File: src/rtl/uart_frame_ctrl.sv
// uart_frame_ctrl: frames a UART byte stream into FIFO words with header, length, checksum and timeout
module uart_frame_ctrl #(
  parameter int          UART_BPS      = 9600,
  parameter int          CLK_FREQ      = 50_000_000,
  parameter int          FIFO_WR_WIDTH = 16,
  parameter int          FIFO_WR_BYTE  = 2,
  parameter logic [7:0]  HDR0          = 8'h55,
  parameter logic [7:0]  HDR1          = 8'hAA,
  parameter int          TIMEOUT_BYTES = 4
) (
  input  logic                     clk,
  input  logic                     rst_n,
  input  logic [7:0]               byte_data,
  input  logic                     byte_valid,
  input  logic                     fifo_full,
  output logic [FIFO_WR_WIDTH-1:0] fifo_wr_data,
  output logic                     fifo_wr_en,
  output logic                     frame_done,
  output logic                     frame_err,
  output logic [1:0]               err_code,
  output logic                     busy
);
  localparam int          BW    = FIFO_WR_BYTE > 1 ? $clog2(FIFO_WR_BYTE) : 1;
  localparam logic [31:0] TC_M1 = 32'(CLK_FREQ / UART_BPS * 10 * TIMEOUT_BYTES - 1);

  typedef enum logic [2:0] {IDLE, HDR, LEN_H, LEN_L, PAYLOAD, CHK} state_t;

  state_t                   r_state, w_next;
  logic [7:0]               r_len_h, r_sum;
  logic [15:0]              r_rem;
  logic [FIFO_WR_WIDTH-1:0] r_acc, w_word;
  logic [BW-1:0]            r_bidx;
  logic                     r_ovf;
  logic [31:0]              r_tcnt;
  logic                     w_last, w_cmpl, w_tout, w_wr, w_ovf_set, w_done, w_err;
  logic [1:0]               w_code;

  assign busy = r_state != IDLE;

  // next state, word assembly and the decisions that become registered strobes
  always_comb begin
    w_next    = r_state;
    w_wr      = 1'b0;
    w_ovf_set = 1'b0;
    w_done    = 1'b0;
    w_err     = 1'b0;
    w_code    = 2'd0;
    w_last    = r_rem == 16'd1;
    w_cmpl    = w_last || r_bidx == BW'(FIFO_WR_BYTE - 1);
    w_tout    = r_state != IDLE && !byte_valid && r_tcnt == TC_M1;
    w_word    = r_acc;
    for (int k = 0; k < FIFO_WR_BYTE; k++)
      if (r_bidx == BW'(k)) w_word[FIFO_WR_WIDTH-1-8*k -: 8] = byte_data;
    if (w_tout) begin
      w_next = IDLE;
      w_err  = 1'b1;
      w_code = 2'd1;
    end else if (byte_valid) begin
      case (r_state)
        IDLE:    w_next = byte_data == HDR0 ? HDR : IDLE;
        HDR:     w_next = byte_data == HDR1 ? LEN_H : byte_data == HDR0 ? HDR : IDLE;
        LEN_H:   w_next = LEN_L;
        LEN_L: begin
          w_err  = {r_len_h, byte_data} == 16'd0;
          w_code = w_err ? 2'd3 : 2'd0;
          w_next = w_err ? IDLE : PAYLOAD;
        end
        PAYLOAD: begin
          w_wr      = w_cmpl && !fifo_full;
          w_ovf_set = w_cmpl && fifo_full;
          w_next    = w_last ? CHK : PAYLOAD;
        end
        CHK: begin
          w_done = !r_ovf && byte_data == r_sum;
          w_err  = !w_done;
          w_code = r_ovf ? 2'd3 : 2'd2;
          w_next = IDLE;
        end
        default: w_next = IDLE;
      endcase
    end
  end

  // state register
  always_ff @(posedge clk) begin
    if (!rst_n) r_state <= IDLE;
    else        r_state <= w_next;
  end

  // frame datapath, idle timer and registered outputs
  always_ff @(posedge clk) begin
    if (!rst_n) begin
      r_len_h      <= '0;
      r_sum        <= '0;
      r_rem        <= '0;
      r_acc        <= '0;
      r_bidx       <= '0;
      r_ovf        <= 1'b0;
      r_tcnt       <= '0;
      fifo_wr_en   <= 1'b0;
      fifo_wr_data <= '0;
      frame_done   <= 1'b0;
      frame_err    <= 1'b0;
      err_code     <= 2'd0;
    end else begin
      r_tcnt       <= (r_state == IDLE || byte_valid || w_tout) ? 32'd0 : r_tcnt + 32'd1;
      fifo_wr_en   <= w_wr;
      fifo_wr_data <= w_wr ? w_word : fifo_wr_data;
      frame_done   <= w_done;
      frame_err    <= w_err;
      err_code     <= w_err ? w_code : err_code;
      if (byte_valid && r_state == LEN_H) r_len_h <= byte_data;
      if (byte_valid && r_state == LEN_L) begin
        r_rem  <= {r_len_h, byte_data};
        r_acc  <= '0;
        r_bidx <= '0;
        r_sum  <= '0;
        r_ovf  <= 1'b0;
      end
      if (byte_valid && r_state == PAYLOAD) begin
        r_rem  <= r_rem - 16'd1;
        r_sum  <= r_sum + byte_data;
        r_acc  <= w_cmpl ? '0 : w_word;
        r_bidx <= w_cmpl ? '0 : r_bidx + BW'(1);
        r_ovf  <= r_ovf | w_ovf_set;
      end
    end
  end
endmodule

File: config.mk
export PLATFORM = sky130hd
export DESIGN_NAME = uart_frame_ctrl
export DESIGN_NICKNAME = d
export VERILOG_FILES = /design/src/rtl/uart_frame_ctrl.sv
export SDC_FILE = /design/constraint.sdc
export NUM_CORES = 1
export LEC_CHECK = 0
export CAP_MARGIN = 40
export CORE_ASPECT_RATIO = 1.2
export CORE_MARGIN = 5
export CORE_UTILIZATION = 59
export DETAILED_ROUTE_END_ITERATION = 10
export GPL_ROUTABILITY_DRIVEN = 0
export PLACE_DENSITY = 0.82
export SETUP_SLACK_MARGIN = 0.1
export SYNTH_ARGS = -nofsm -noshare
export SYNTH_HDL_FRONTEND = slang
export SYNTH_SLANG_ARGS = --single-unit
export TNS_END_PERCENT = 5
File: constraint.sdc
create_clock -name clk -period 2.4 [get_ports clk]
set_clock_uncertainty 0.2 [all_clocks]
set_input_delay 0.36 -clock clk [delete_from_list [all_inputs] [get_ports clk]]
set_output_delay 0.36 -clock clk [all_outputs]
set_load 0.1 [all_outputs]
# ---- Yosys cells after proc, flatten, opt, wreduce, memory -nomap -nowiden
# Cells that the tools add are included.
dict set report op_classes {
  n_addsub 4
  n_eq_ne 10
  n_mux 32
  n_bitwise 4
  n_reduce_logical 22
}
# operator n
set op_table {}
lappend op_table {{two-way mux 16 bit} 5}
lappend op_table {{adder 32 x 1 -> 32 bit (second input constant)} 1}
lappend op_table {{equality test 32 x 18 -> 1 bit (second input constant)} 1}
lappend op_table {{two-way mux 8 bit} 4}
lappend op_table {{equality test 16 x 1 -> 1 bit (second input constant)} 1}
lappend op_table {{zero test 16 bit} 1}
lappend op_table {{subtractor 16 x 1 -> 16 bit (second input constant)} 1}
lappend op_table {{two-way mux 1 bit} 15}
lappend op_table {{one-hot mux 3 bit (5 select lines)} 1}
lappend op_table {{adder 8 bit} 1}
lappend op_table {{equality test 8 x 7 -> 1 bit (second input constant)} 1}
lappend op_table {{equality test 8 bit} 1}
lappend op_table {{equality test 8 bit (second input constant)} 1}
lappend op_table {{logical AND 1 bit} 8}
lappend op_table {{two-way mux 2 bit} 4}
lappend op_table {{equality test 3 x 2 -> 1 bit (second input constant)} 2}
lappend op_table {{equality test 3 bit (second input constant)} 2}
lappend op_table {{zero test 1 bit} 4}
lappend op_table {{one-hot mux 2 bit (2 select lines)} 1}
lappend op_table {{OR reduction 2 bit} 2}
lappend op_table {{OR reduction 4 bit} 1}
lappend op_table {{equality test 3 x 1 -> 1 bit (second input constant)} 1}
lappend op_table {{zero test 3 bit} 1}
lappend op_table {{logical OR 1 bit} 3}
lappend op_table {{7 further kinds} 9}
dict set report totals {
  register_bits 106
  inputBits 12
  output_inout_bits 22
  wordCells 85
}

# ---- Longest topological paths before layout
dict set report depth {
  ltp_word 8
  ltp_mapped 7
}

# ---- Worst setup path before layout
# No wires, ideal clock.
dict set report synth_path {
  kind {reg-to-reg}
  from {register r_state[1]}
  to {register frame_done}
  arrival_time_ps 2257
  slack_ps -179
  stages_incl_launch_ff 7
  n_path_buf 1
  period_less_slack_ps 2579
  cell_sequence {dfxtp_1 clkbuf_1 or3_1 nand2_1 nor4_1 nand2b_1 nor3_1}
}
dict set report synth_between {
  elab_chain_len 4
  elab_cells_between_ends 6
}
# item line_no
set synth_lines {}
lappend synth_lines {{start, declared} 28} ;# state_t r_state, w_next;
lappend synth_lines {{start signal, assigned} 87} ;# else r_state <= w_next;
lappend synth_lines {{nonzero test 3 bit} n/a}
lappend synth_lines {{net busy} 21} ;# output logic busy
lappend synth_lines {{logical AND 1 bit (2 in series)} 50} ;# w_tout = r_state != IDLE && !byte_valid && r_tcnt == TC_M1;
lappend synth_lines {{OR reduction 4 bit (no line)} n/a}
lappend synth_lines {{end signal, assigned} 109} ;# frame_done <= w_done;
lappend synth_lines {{end, declared} 18} ;# output logic frame_done,
# The timed path passes the listed nets, and every way through them passes these cells.
# A chain may end at the register's enable or synchronous reset.

# ---- Final worst setup path
dict set report layout_path {
  from {input port byte_data[0]}
  to {register r_sum[6]}
}
dict set report layout_between {
  elab_chain_len 2
}
# item line_no
set layout_lines {}
lappend layout_lines {{start, declared} 13} ;# input logic [7:0] byte_data,
lappend layout_lines {{adder 8 bit} 122} ;# r_sum <= r_sum + byte_data;
lappend layout_lines {{two-way mux 8 bit} 120} ;# if (byte_valid && r_state == PAYLOAD) begin
lappend layout_lines {{end signal, assigned} 122}
lappend layout_lines {{end, declared} 29} ;# logic [7:0] r_len_h, r_sum;
# Every way passes these cells.

==> impl_metrics.env <==
export IMPL_synth_area_um2=5080
export IMPL_synth_area_top_cells="dfxtp_1 42%, nor2_1 7.0%, mux2i_1 4.9%"
export IMPL_synth_cell_types=64
export IMPL_cp_start_kind="primary input"
export IMPL_power_density_nw_per_um2=508
export IMPL_start_util_pct=59.7
export IMPL_port_buffers=33
export IMPL_hold_ws_ns=0.274
export IMPL_antenna_found_initial=0
export IMPL_crit_chain="clkdlybuf4s50_1, ha_1, fa_1, a21o_1, a21o_1, a21oi_1, mux2i_1, nand2_1"
export IMPL_worstSetupPathType="primary input to flip-flop"
export IMPL_postCtsSetupBuffers=0
export IMPL_synth_edf_count=0
export IMPL_reg2reg_slack_ns=0.21
export IMPL_pin_count=34
export IMPL_endpoint_kind="flip-flop"
export IMPL_layout_nets=644
export IMPL_vias=4407
export IMPL_dpl_hpwl_um=8850
export IMPL_synthArstFlopShare_pct=0
export IMPL_min_path_type="flip-flop to flip-flop"
export IMPL_dieArea_um2=10600
export IMPL_cp_max_fo=2
export IMPL_r2r_start="r_tcnt[8]"
export IMPL_worst_path_max_delay_cell="clkdlybuf4s50_1"
export IMPL_antennaDiodeCount=0
export IMPL_p_leak_nw=2.03
export IMPL_synth_top_cell_area_share_pct=41.8
export IMPL_syn_nets=591
export IMPL_min_to="r_acc[0]"
export IMPL_worstMarginPinSlew_ns=0.542
export IMPL_status="finished, final reports clean"
export IMPL_core_um2=8520
export IMPL_fmax_ghz=0.440
export IMPL_cts_tree="yes"
export IMPL_grt_remaining_overflow=0
export IMPL_fin_crit_sh_pct=94.7
export IMPL_cp_arrival_ns=2.35
export IMPL_rsz0062_at_grt="yes"
export IMPL_grtUsageTotal_pct=24.1
export IMPL_die_w_um=94.7
export IMPL_dpl_cell_count=727
export IMPL_setup_viol=0
export IMPL_drt_initial_drc_count=329
export IMPL_crit_required_ns=2.48
export IMPL_grt_pass1_wl_um=20500
export IMPL_peakVddDrop_v=0.000291
export IMPL_cts_sinks=106
export IMPL_numCtsBuffers=9
export IMPL_crit_path_max_incr_delay_ns=0.45
export IMPL_route_detailed_drc=0
export IMPL_hp_start="r_acc[0]"
export IMPL_drv_slew=0
export IMPL_reg2reg_to="r_tcnt[21]"
export IMPL_grt_pass1_vias=4322
export IMPL_crit_path_frequent_cell="a21o_1"
export IMPL_synth_ff_type="dfxtp_1"
export IMPL_min_path_cells=1
export IMPL_max_cap_violations=0
export IMPL_via_per_inst=5.93
export IMPL_cts_htree_levels=3
export IMPL_totalWireLength_um=12300
export IMPL_die_h_um=112
export IMPL_placement_rows=37
export IMPL_routedWlPerCell_um=16.5
export IMPL_synthToLayoutAreaGrowth_pct=16.1
export IMPL_layout_drive_gt1_share_pct=17.3
export IMPL_finalCoreUtilization_pct=69.3
export IMPL_path_clk_slew_ns=0.10
export IMPL_dr_pass1_iters=5
export IMPL_syn_avg_cell_area_um2=8.95
export IMPL_syn_inst=568
export IMPL_slew_headroom_pct=63.7
export IMPL_drtAntennaViolNets=0
export IMPL_synth_seq_cells=106
export IMPL_reg2reg_depth=5
export IMPL_clockBufferDepth=2
export IMPL_hold_viol_final=0
export IMPL_grt_max_degree=34
export IMPL_tns_ns=0
export IMPL_root_buffer="clkbuf_8"
export IMPL_fill_cells=673
export IMPL_yosysTopAreaCell="dfxtp_1"
export IMPL_clk_latency_ns=0.39
export IMPL_synth_yosys_seq_area_share_pct=41.8
export IMPL_finalCriticalPeriod_ns=2.27
export IMPL_instances_no_fill=743
export IMPL_ys_warn_count=0
## worst max path at each step
stage	from	to	slack (ns)	cells after the start
finish	byte_data[0]	r_sum[6]	0.13	8
global route	r_tcnt[8]	r_tcnt[21]	0.07	5
floorplan	r_state[0]	r_tcnt[25]	0.07	7
detailed placement	byte_data[0]	r_sum[6]	-0.27	8
global placement	byte_data[0]	r_sum[6]	-0.17	8
CTS	r_tcnt[8]	r_tcnt[21]	0.11	5
## worst max-delay path: cells and delay by family
family / cells / cell delay [ns]
fa+ha+maj: 2 / 0.66
compound gates: 3 / 0.59
buf+inv: 1 / 0.45
mux: 1 / 0.22
simple gates: 1 / 0.06
## power by group
| part | internal [mW] | leakage [nW] | total [mW] | switching (mW) |
|---|---|---|---|---|
| Clock | 0.430 | 0.101 | 1.09 | 0.659 |
| Combinational | 0.0599 | 1.08 | 0.146 | 0.0864 |
| Sequential | 1.76 | 0.853 | 1.76 | 0.00246 |
| Total | 2.25 | 2.03 | 3.00 | 0.748 |
## placed cells by master, fill, tap and decap left out, drive strengths merged, types with 7 or more instances in the layout
cell           Yosys  final
nand3             24     24
nor4              20     20
nand2             23     23
nor2              98     98
a31oi              7      7
mux2i             25     25
nand4              8      8
a22o               8      8
clkdlybuf4s50      0     11
inv               16     19
ha                10     10
nor3              23     23
clkbuf            21     10
xnor2             26     26
dfxtp            106    106
xor2               7      7
buf               12     64
a21oi             20     20
a22oi              7      7
a211oi            17     17
and2              13     13
o21ai             14     14
## metal layers
metal / GRT usage, % / vias to the layer above / part of all wire [%]
li1: - / 2141 / -
met1: 30.2 / 2104 / 43
met2: 41.2 / 138 / 50
met4: 8.08 / 0 / 2.2
met5: 0 / - / 0
met3: 4.39 / 24 / 4.7
## cell type report
class                      count  area [um^2]  share of cell area, %
clock buffer                  10          138                   2.33
clock inverter                 6         57.6                  0.975
multi-input combinational    413         2760                   46.8
inverter                      16         60.1                   1.02
timing repair buffer          75          616                   10.4
sequential                   106         2120                   36.0
tap                          117          146                   2.48
## sequential cells by signal (all words and copies together), names as in the netlist
register and flops:
err_code 2, fifo_wr_data 16, fifo_wr_en 1, frame_done 1, frame_err 1, r_acc 16, r_bidx 1, r_len_h 8
r_ovf 1, r_rem 16, r_state 3, r_sum 8, r_tcnt 32
## Yosys cell counts (4+ instances only)
library cell  count
nand2b_1          6
dfxtp_1         106
o21ai_0          14
clkbuf_1         21
a22oi_1           7
mux2i_1          25
xnor2_1          26
nor4_2            6
a32oi_1           4
and4_1            4
and2_1           13
nand2_1          23
a21oi_1          20
ha_1             10
a22o_1            8
buf_2             4
a211oi_1         14
inv_1            16
or3_1             5
buf_1             4
xor2_1            7
nand4_1           6
nand3_1          23
a31oi_1           7
nor4_1           12
nor2_1           95
nor3_1           20
## through the flow
| step | power, mW | setup slack, ns | area, um^2 |
|---|---|---|---|
| finish | 3.00 | 0.128 | 5900 |
| global route | 3.10 | 0.0728 | 5900 |
| CTS | 3.01 | 0.107 | 5880 |
| detailed placement | 1.95 | -0.273 | 5690 |
| global placement | 1.94 | -0.169 | 5690 |
| floorplan | 1.86 | 0.0668 | 5080 |
## logic make-up after synthesis
| logic type | after synthesis | synth area share, % |
|---|---|---|
| AOI/OAI and AO/OA | 100 | 14.2 |
| xor gates and xnor gates | 33 | 5.69 |
| adders and majority gates | 11 | 2.86 |
| buffers and inverters | 49 | 4.31 |
| DFF | 106 | 41.8 |
| muxes | 25 | 4.92 |
| and+or+nand+nor | 244 | 26.2 |
## repair_timing
action | 4_1_cts | 5_1_grt
hold buffers | 0 | 0
setup endpoints to repair | 0 | 4
resized for setup | 0 | 3
No activity file was read; power rests on OpenSTA's default activity.
==> edit 1: new RTL, config.mk and constraints unchanged <==
Reset style: asynchronous (`rst_n`), changed in 2 clocked blocks.
--- a/src/rtl/uart_frame_ctrl.sv
+++ b/src/rtl/uart_frame_ctrl.sv
@@ -84,3 +84,3 @@
   // state register
-  always_ff @(posedge clk) begin
+  always_ff @(posedge clk or negedge rst_n) begin
     if (!rst_n) r_state <= IDLE;
@@ -90,3 +90,3 @@
   // frame datapath, idle timer and registered outputs
-  always_ff @(posedge clk) begin
+  always_ff @(posedge clk or negedge rst_n) begin
     if (!rst_n) begin
Formal check against the unedited RTL: differs if rst_n is asserted again (counterexample within 4 cycles, from zero or initial values and one cycle with rst_n low); with rst_n held inactive, the same outputs for 10 cycles.
==> edit 1 against the unedited design <==
The flow now finishes with violations (negative setup slack). Sequential cell count unchanged. Synthesized area up 5.6%. Clock power up 22%. Worst setup slack worse by 340 ps. Total power up 13%. Routed wire length up 12%. Design area up 13%. Via count up 2.9%. Critical path type is now reg2reg. Largest power group unchanged.
==> edit 1: results (changes against the unedited design) <==
The pin count of the biggest net entering global routing is 42 (was 34). The aggregate negative setup slack came out at -3258 ps (was 0 ps). Worst min-delay path category: in2async (was reg2reg). The half-perimeter wire length after detailed placement came out at 9550 µm (was 8850 µm). The fraction of synthesis flops using an asynchronous set or reset pin came out at 100.0% (was 0%).

The slew of the pin with the lowest slew margin is 467.1 ps (was 541.8 ps), and the total wire length after detailed routing is 13,690 µm (was 12,260 µm). The largest fanout of any net on the critical path works out to 17 (was 2). The length in cells of the worst reg-to-reg path was 8 (was 5); the final design utilization was 73.98% (was 69.27%). The worst reg2reg path startpoint was r_rem[1] (was r_tcnt[8]).

Most common library cells after synthesis: sky130_fd_sc_hd__dfrtp_1 (106), sky130_fd_sc_hd__nor2_1 (43), sky130_fd_sc_hd__mux2_2 (31) (was sky130_fd_sc_hd__dfxtp_1 (106), sky130_fd_sc_hd__nor2_1 (95), sky130_fd_sc_hd__xnor2_1 (26)). The capture instance of the worst register-to-register path was fifo_wr_data[4] (was r_tcnt[21]). The logs give 4,627 (was 4,322) for the via count of the first global-routing pass and 731 (was 743) for the filler-free cell count of the finished design.

The mean instance size in the synthesized netlist came out at 10.49 µm² (was 8.948 µm²). The run gives 17 (was 0) as the setup violation total in the final timing report. The number of DRC markers after the initial detailed-route iteration is 284 (was 329), and the leakage component of the power is 3.054 nW (was 2.031 nW). Setup slack of the critical path after layout: -215.3 ps (was 128.2 ps). The mux cell area share after synthesis is 8.763% (was 4.924%), and the area of placed instances is 0.006309 mm² (was 0.005687 mm²). The total routing usage reported by global routing is 25.30% (was 24.09%). The sequential element share of the synthesized area was 49.41% (was 41.75%); the total of fill cells in the finished design was 593 (was 673). The run finished, with violations left. The checks that failed: negative setup slack.

The share of layout cells above drive strength 1 was 27.50% (was 17.25%); the post-synthesis compound-gate area fraction was 10.77% (was 14.23%). Net count after synthesis: 535 (was 591). The post-placement cell count came out at 713 (was 727). The first-pass GRT wire length was 22,610 µm (was 20,550 µm). The final layout net count is 629 (was 644). The total vias in the final route is 4,537 (was 4,407).
[edit 1: worst max path at each step]
stage                      start          endpoint  slack [ps]  cells after the start
global placement    byte_data[1]          r_sum[7]        -210                      8
global route            r_rem[1]   fifo_wr_data[6]        -280                      8
floorplan               r_rem[1]  fifo_wr_data[10]        -130                      8
finish                  r_rem[1]   fifo_wr_data[4]        -220                      8
CTS                     r_rem[1]   fifo_wr_data[4]        -220                      8
detailed placement  byte_data[1]          r_sum[7]        -260                      8
[edit 1: logic make-up (layout without fill, tap and decap cells)]
kind of cell,after synthesis,in the layout
compound gates,80,80
flops,106,106
fa+ha+maj,11,11
xor+xnor,31,31
buf+inv,40,139
simple gates,202,202
mux,42,42
[edit 1: critical path: stages (launching register included)]
cell	delay [ps]
sky130_fd_sc_hd__dfrtp_1	410
sky130_fd_sc_hd__inv_2	70
sky130_fd_sc_hd__ha_1	140
sky130_fd_sc_hd__or4b_4	490
sky130_fd_sc_hd__nor4_4	270
sky130_fd_sc_hd__a21oi_2	140
sky130_fd_sc_hd__nor3_4	250
sky130_fd_sc_hd__buf_12	190
sky130_fd_sc_hd__mux2_2	340
[edit 1: repair_timing]
item                       CTS  global route
hold endpoints to repair    29             0
setup buffers                0             1
hold buffers                 1             0
pin swaps                    1             3
resized for setup            5            15
setup endpoints to repair   27            43
[edit 1: cell type report]
cell class / instances / area share, %
clock buffer: 10 / 1.920
clock inverter: 6 / 1.713
inverter: 13 / 0.7340
multi-input combinational: 366 / 40.00
sequential: 106 / 39.92
tap: 120 / 2.259
timing repair buffer: 110 / 13.46
[edit 1: where the power goes]
group	internal, W	switching [W]	total (W)
clock network	0.000697	0.000637	0.00133
registers	0.00180	0.0000177	0.00182
logic	0.000103	0.000138	0.000241
total	0.00260	0.000793	0.00339
[edit 1: metal layers]
layer / vias up / share of wire (%) / track usage, %
li1: 2064 / - / -
met1: 2261 / 40 / 30.70
met2: 178 / 52 / 43.88
met3: 34 / 5.4 / 4.509
met4: 0 / 3.1 / 12.08
met5: - / 0 / 0
[edit 1: stage by stage]
stage | worst slack [ps] | hold WS (ps)
after global routing | -278.3 | 310.6
after floorplan | -134.2 | -135.6
after CTS | -215.8 | 257.4
final | -215.3 | 253.8
after global placement | -206.8 | 140.1
after detailed placement | -263.4 | 136.9
==> edit 2: new RTL, config.mk and constraints unchanged <==
Without the edit above. `FIFO_WR_BYTE`: 2 -> 1.
--- a/src/rtl/uart_frame_ctrl.sv
+++ b/src/rtl/uart_frame_ctrl.sv
@@ -5,3 +5,3 @@
   parameter int          FIFO_WR_WIDTH = 16,
-  parameter int          FIFO_WR_BYTE  = 2,
+  parameter int          FIFO_WR_BYTE  = 1,
   parameter logic [7:0]  HDR0          = 8'h55,
Check against the original RTL: not equivalent (a bounded check fails within 10 cycles, from zero or initial values and one cycle with rst_n low).
==> edit 2 against the unedited design <==
Total power decreased by 2.1%. Largest cell class unchanged. Design area decreased by 14%. Sequential share of layout area down 0.53 points. Synthesized area fell by 17%. Routed wire length down 18%. Sequential cell count is 16 lower. Synthesized cell count decreased by 14%. Worst setup slack improved by 24 ps. Worst hold slack better by 2.3 ps. Register-to-register slack got worse by 30 ps. Non-clock buffer count is 6 lower.
==> edit 2: results (changes against the unedited design) <==
The total wire length after detailed routing is 10,040 µm (was 12,260 µm). The run gives 276.3 ps (was 274.0 ps) as the worst hold slack. The logs give 567 (was 644) for the final layout net count and 245 (was 329) for the number of DRC markers after the initial detailed-route iteration. The fraction of synthesis flops using an asynchronous set or reset pin was 0% (unchanged); the count of input and output buffers was 25 (was 33).

The via count of the first global-routing pass was 3,523 (was 4,322). The run gives 636 (was 743) as the filler-free cell count of the finished design. The worst reg2reg path startpoint is r_tcnt[11] (was r_tcnt[8]). The length in cells of the worst reg-to-reg path was 7 (was 5).

Most common library cells after synthesis: sky130_fd_sc_hd__dfxtp_1 (90), sky130_fd_sc_hd__nor2_1 (78), sky130_fd_sc_hd__nand3_1 (34) (was sky130_fd_sc_hd__dfxtp_1 (106), sky130_fd_sc_hd__nor2_1 (95), sky130_fd_sc_hd__xnor2_1 (26)). The tools report the total vias in the final route as 3,777 (was 4,407). The post-placement cell count came out at 618 (was 727). The tools report the worst relative slew slack as 55.65% (was 63.75%). For the register-to-register path setup slack, the log shows 180 ps (was 210 ps). The sequential element share of the synthesized area is 42.63% (was 41.75%). The share of layout cells above drive strength 1 is 16.94% (was 17.25%). Half-perimeter wire length after detailed placement: 6924 µm (was 8850 µm).

The total routing usage reported by global routing came out at 23.34% (was 24.09%). The run finished with clean final reports. Top area cells in the synthesized netlist: sky130_fd_sc_hd__dfxtp_1 (43%), sky130_fd_sc_hd__nor2_1 (6.9%), sky130_fd_sc_hd__xor2_1 (5.2%), sky130_fd_sc_hd__nand3_1 (4.0%), sky130_fd_sc_hd__mux2i_1 (3.8%) (was sky130_fd_sc_hd__dfxtp_1 (42%), sky130_fd_sc_hd__nor2_1 (7.0%), sky130_fd_sc_hd__mux2i_1 (4.9%), sky130_fd_sc_hd__xnor2_1 (4.5%), sky130_fd_sc_hd__ha_1 (2.5%)).

The tools report the worst min-delay path endpoint as r_acc[10] (was r_acc[0]). The start point of the worst min-delay path was r_acc[10] (was r_acc[0]). The H-tree depth is 3 (unchanged), and the total of fill cells in the finished design is 458 (was 673). The later-pin clock latency in the skew report was 360 ps (was 390 ps); the first-pass GRT wire length was 16,710 µm (was 20,550 µm).

For the number of library cell types mapped by synthesis, the log shows 55 (was 64). The run gives -225.9 ps (was -272.9 ps) as the worst slack at placement. The capture instance of the worst register-to-register path is err_code[0] (was r_tcnt[21]). The run gives 1.886 nW (was 2.031 nW) as the leakage component of the power. The tools report the critical path launch point as byte_data[1] (was byte_data[0]). The maximum resistive drop on vdd is 0.0004318 V (was 0.0002906 V), and the highest cell delay on the worst timing path is 430 ps (was 450 ps). Post-synthesis instance total: 487 (was 568).
-- edit 2: changes by cell type in the layout (fill, tap and decap cells not counted), sizes merged, moves of 8 or more --
cell and delta:
xnor2 -14, dfxtp -16, mux2i -9, nand3 +11, nor3 -13, nand2 +9, inv -10, conb +8
xor2 +18, a22o -8, nor2 -19, and3 +8
-- edit 2: how the worst max path moves through the flow --
stage	endpoint	slack (ps)	cells past startpoint
after floorplan	err_code[0]	160	6
after global placement	r_sum[6]	-180	9
after detailed placement	r_sum[7]	-230	8
after CTS	fifo_wr_data[8]	80	7
after global routing	r_sum[7]	80	8
final	r_sum[7]	150	8
-- edit 2: per-layer routing --
layer,part of all wire (%),up-vias,track usage [%]
met5,0,-,0
met4,1.9,0,8.855
met3,5.2,19,3.277
met2,48,120,37.76
met1,44,1818,31.66
li1,-,1820,-
-- edit 2: critical path: cells and delay by family --
family	cells	cell delay [ps]
compound gates	4	730
xor+xnor	1	150
simple gates	1	330
buf+inv	1	430
fa+ha+maj	1	330
-- edit 2: logic make-up after synthesis --
kind of cell    Yosys count  share of synthesized area [%]
compound gates           74                          11.75
xor+xnor                 37                          7.667
fa+ha+maj                11                          3.434
buf+inv                  37                          4.293
flops                    90                          42.63
mux                      16                          3.789
other cells               1                        0.08872
simple gates            221                          26.35
-- edit 2: layout make-up --
type | count | area [µm²] | share of cell area [%]
Multi-Input combinational cell | 367 | 2322 | 45.60
Sequential cell | 90 | 1804 | 35.43
Timing Repair Buffer | 69 | 583.1 | 11.45
Clock buffer | 9 | 123.9 | 2.432
Clock inverter | 7 | 123.9 | 2.432
Tap cell | 87 | 108.9 | 2.138
Inverter | 7 | 26.28 | 0.5160
-- edit 2: through the flow --
stage                     TNS, ps  instance area (µm²)
after CTS                       0                 5030
after detailed placement   -824.4                 4776
after global placement     -522.2                 4776
after floorplan                 0                 4254
final                           0                 5092
after global routing            0                 5092
-- edit 2: what timing repair did --
item	in CTS	in global routing
hold buffers	0	0
gates resized for setup	1	10
setup buffers	0	2
endpoints found under the setup margin	35	47
pin swaps	1	4
-- edit 2: report_power, final --
group | leakage [nW] | internal, W | switching [W]
logic | 1.04 | 0.0000551 | 0.000126
registers | 0.726 | 0.00149 | 0.00000221
clock network | 0.120 | 0.000701 | 0.000557
total | 1.89 | 0.00225 | 0.000685
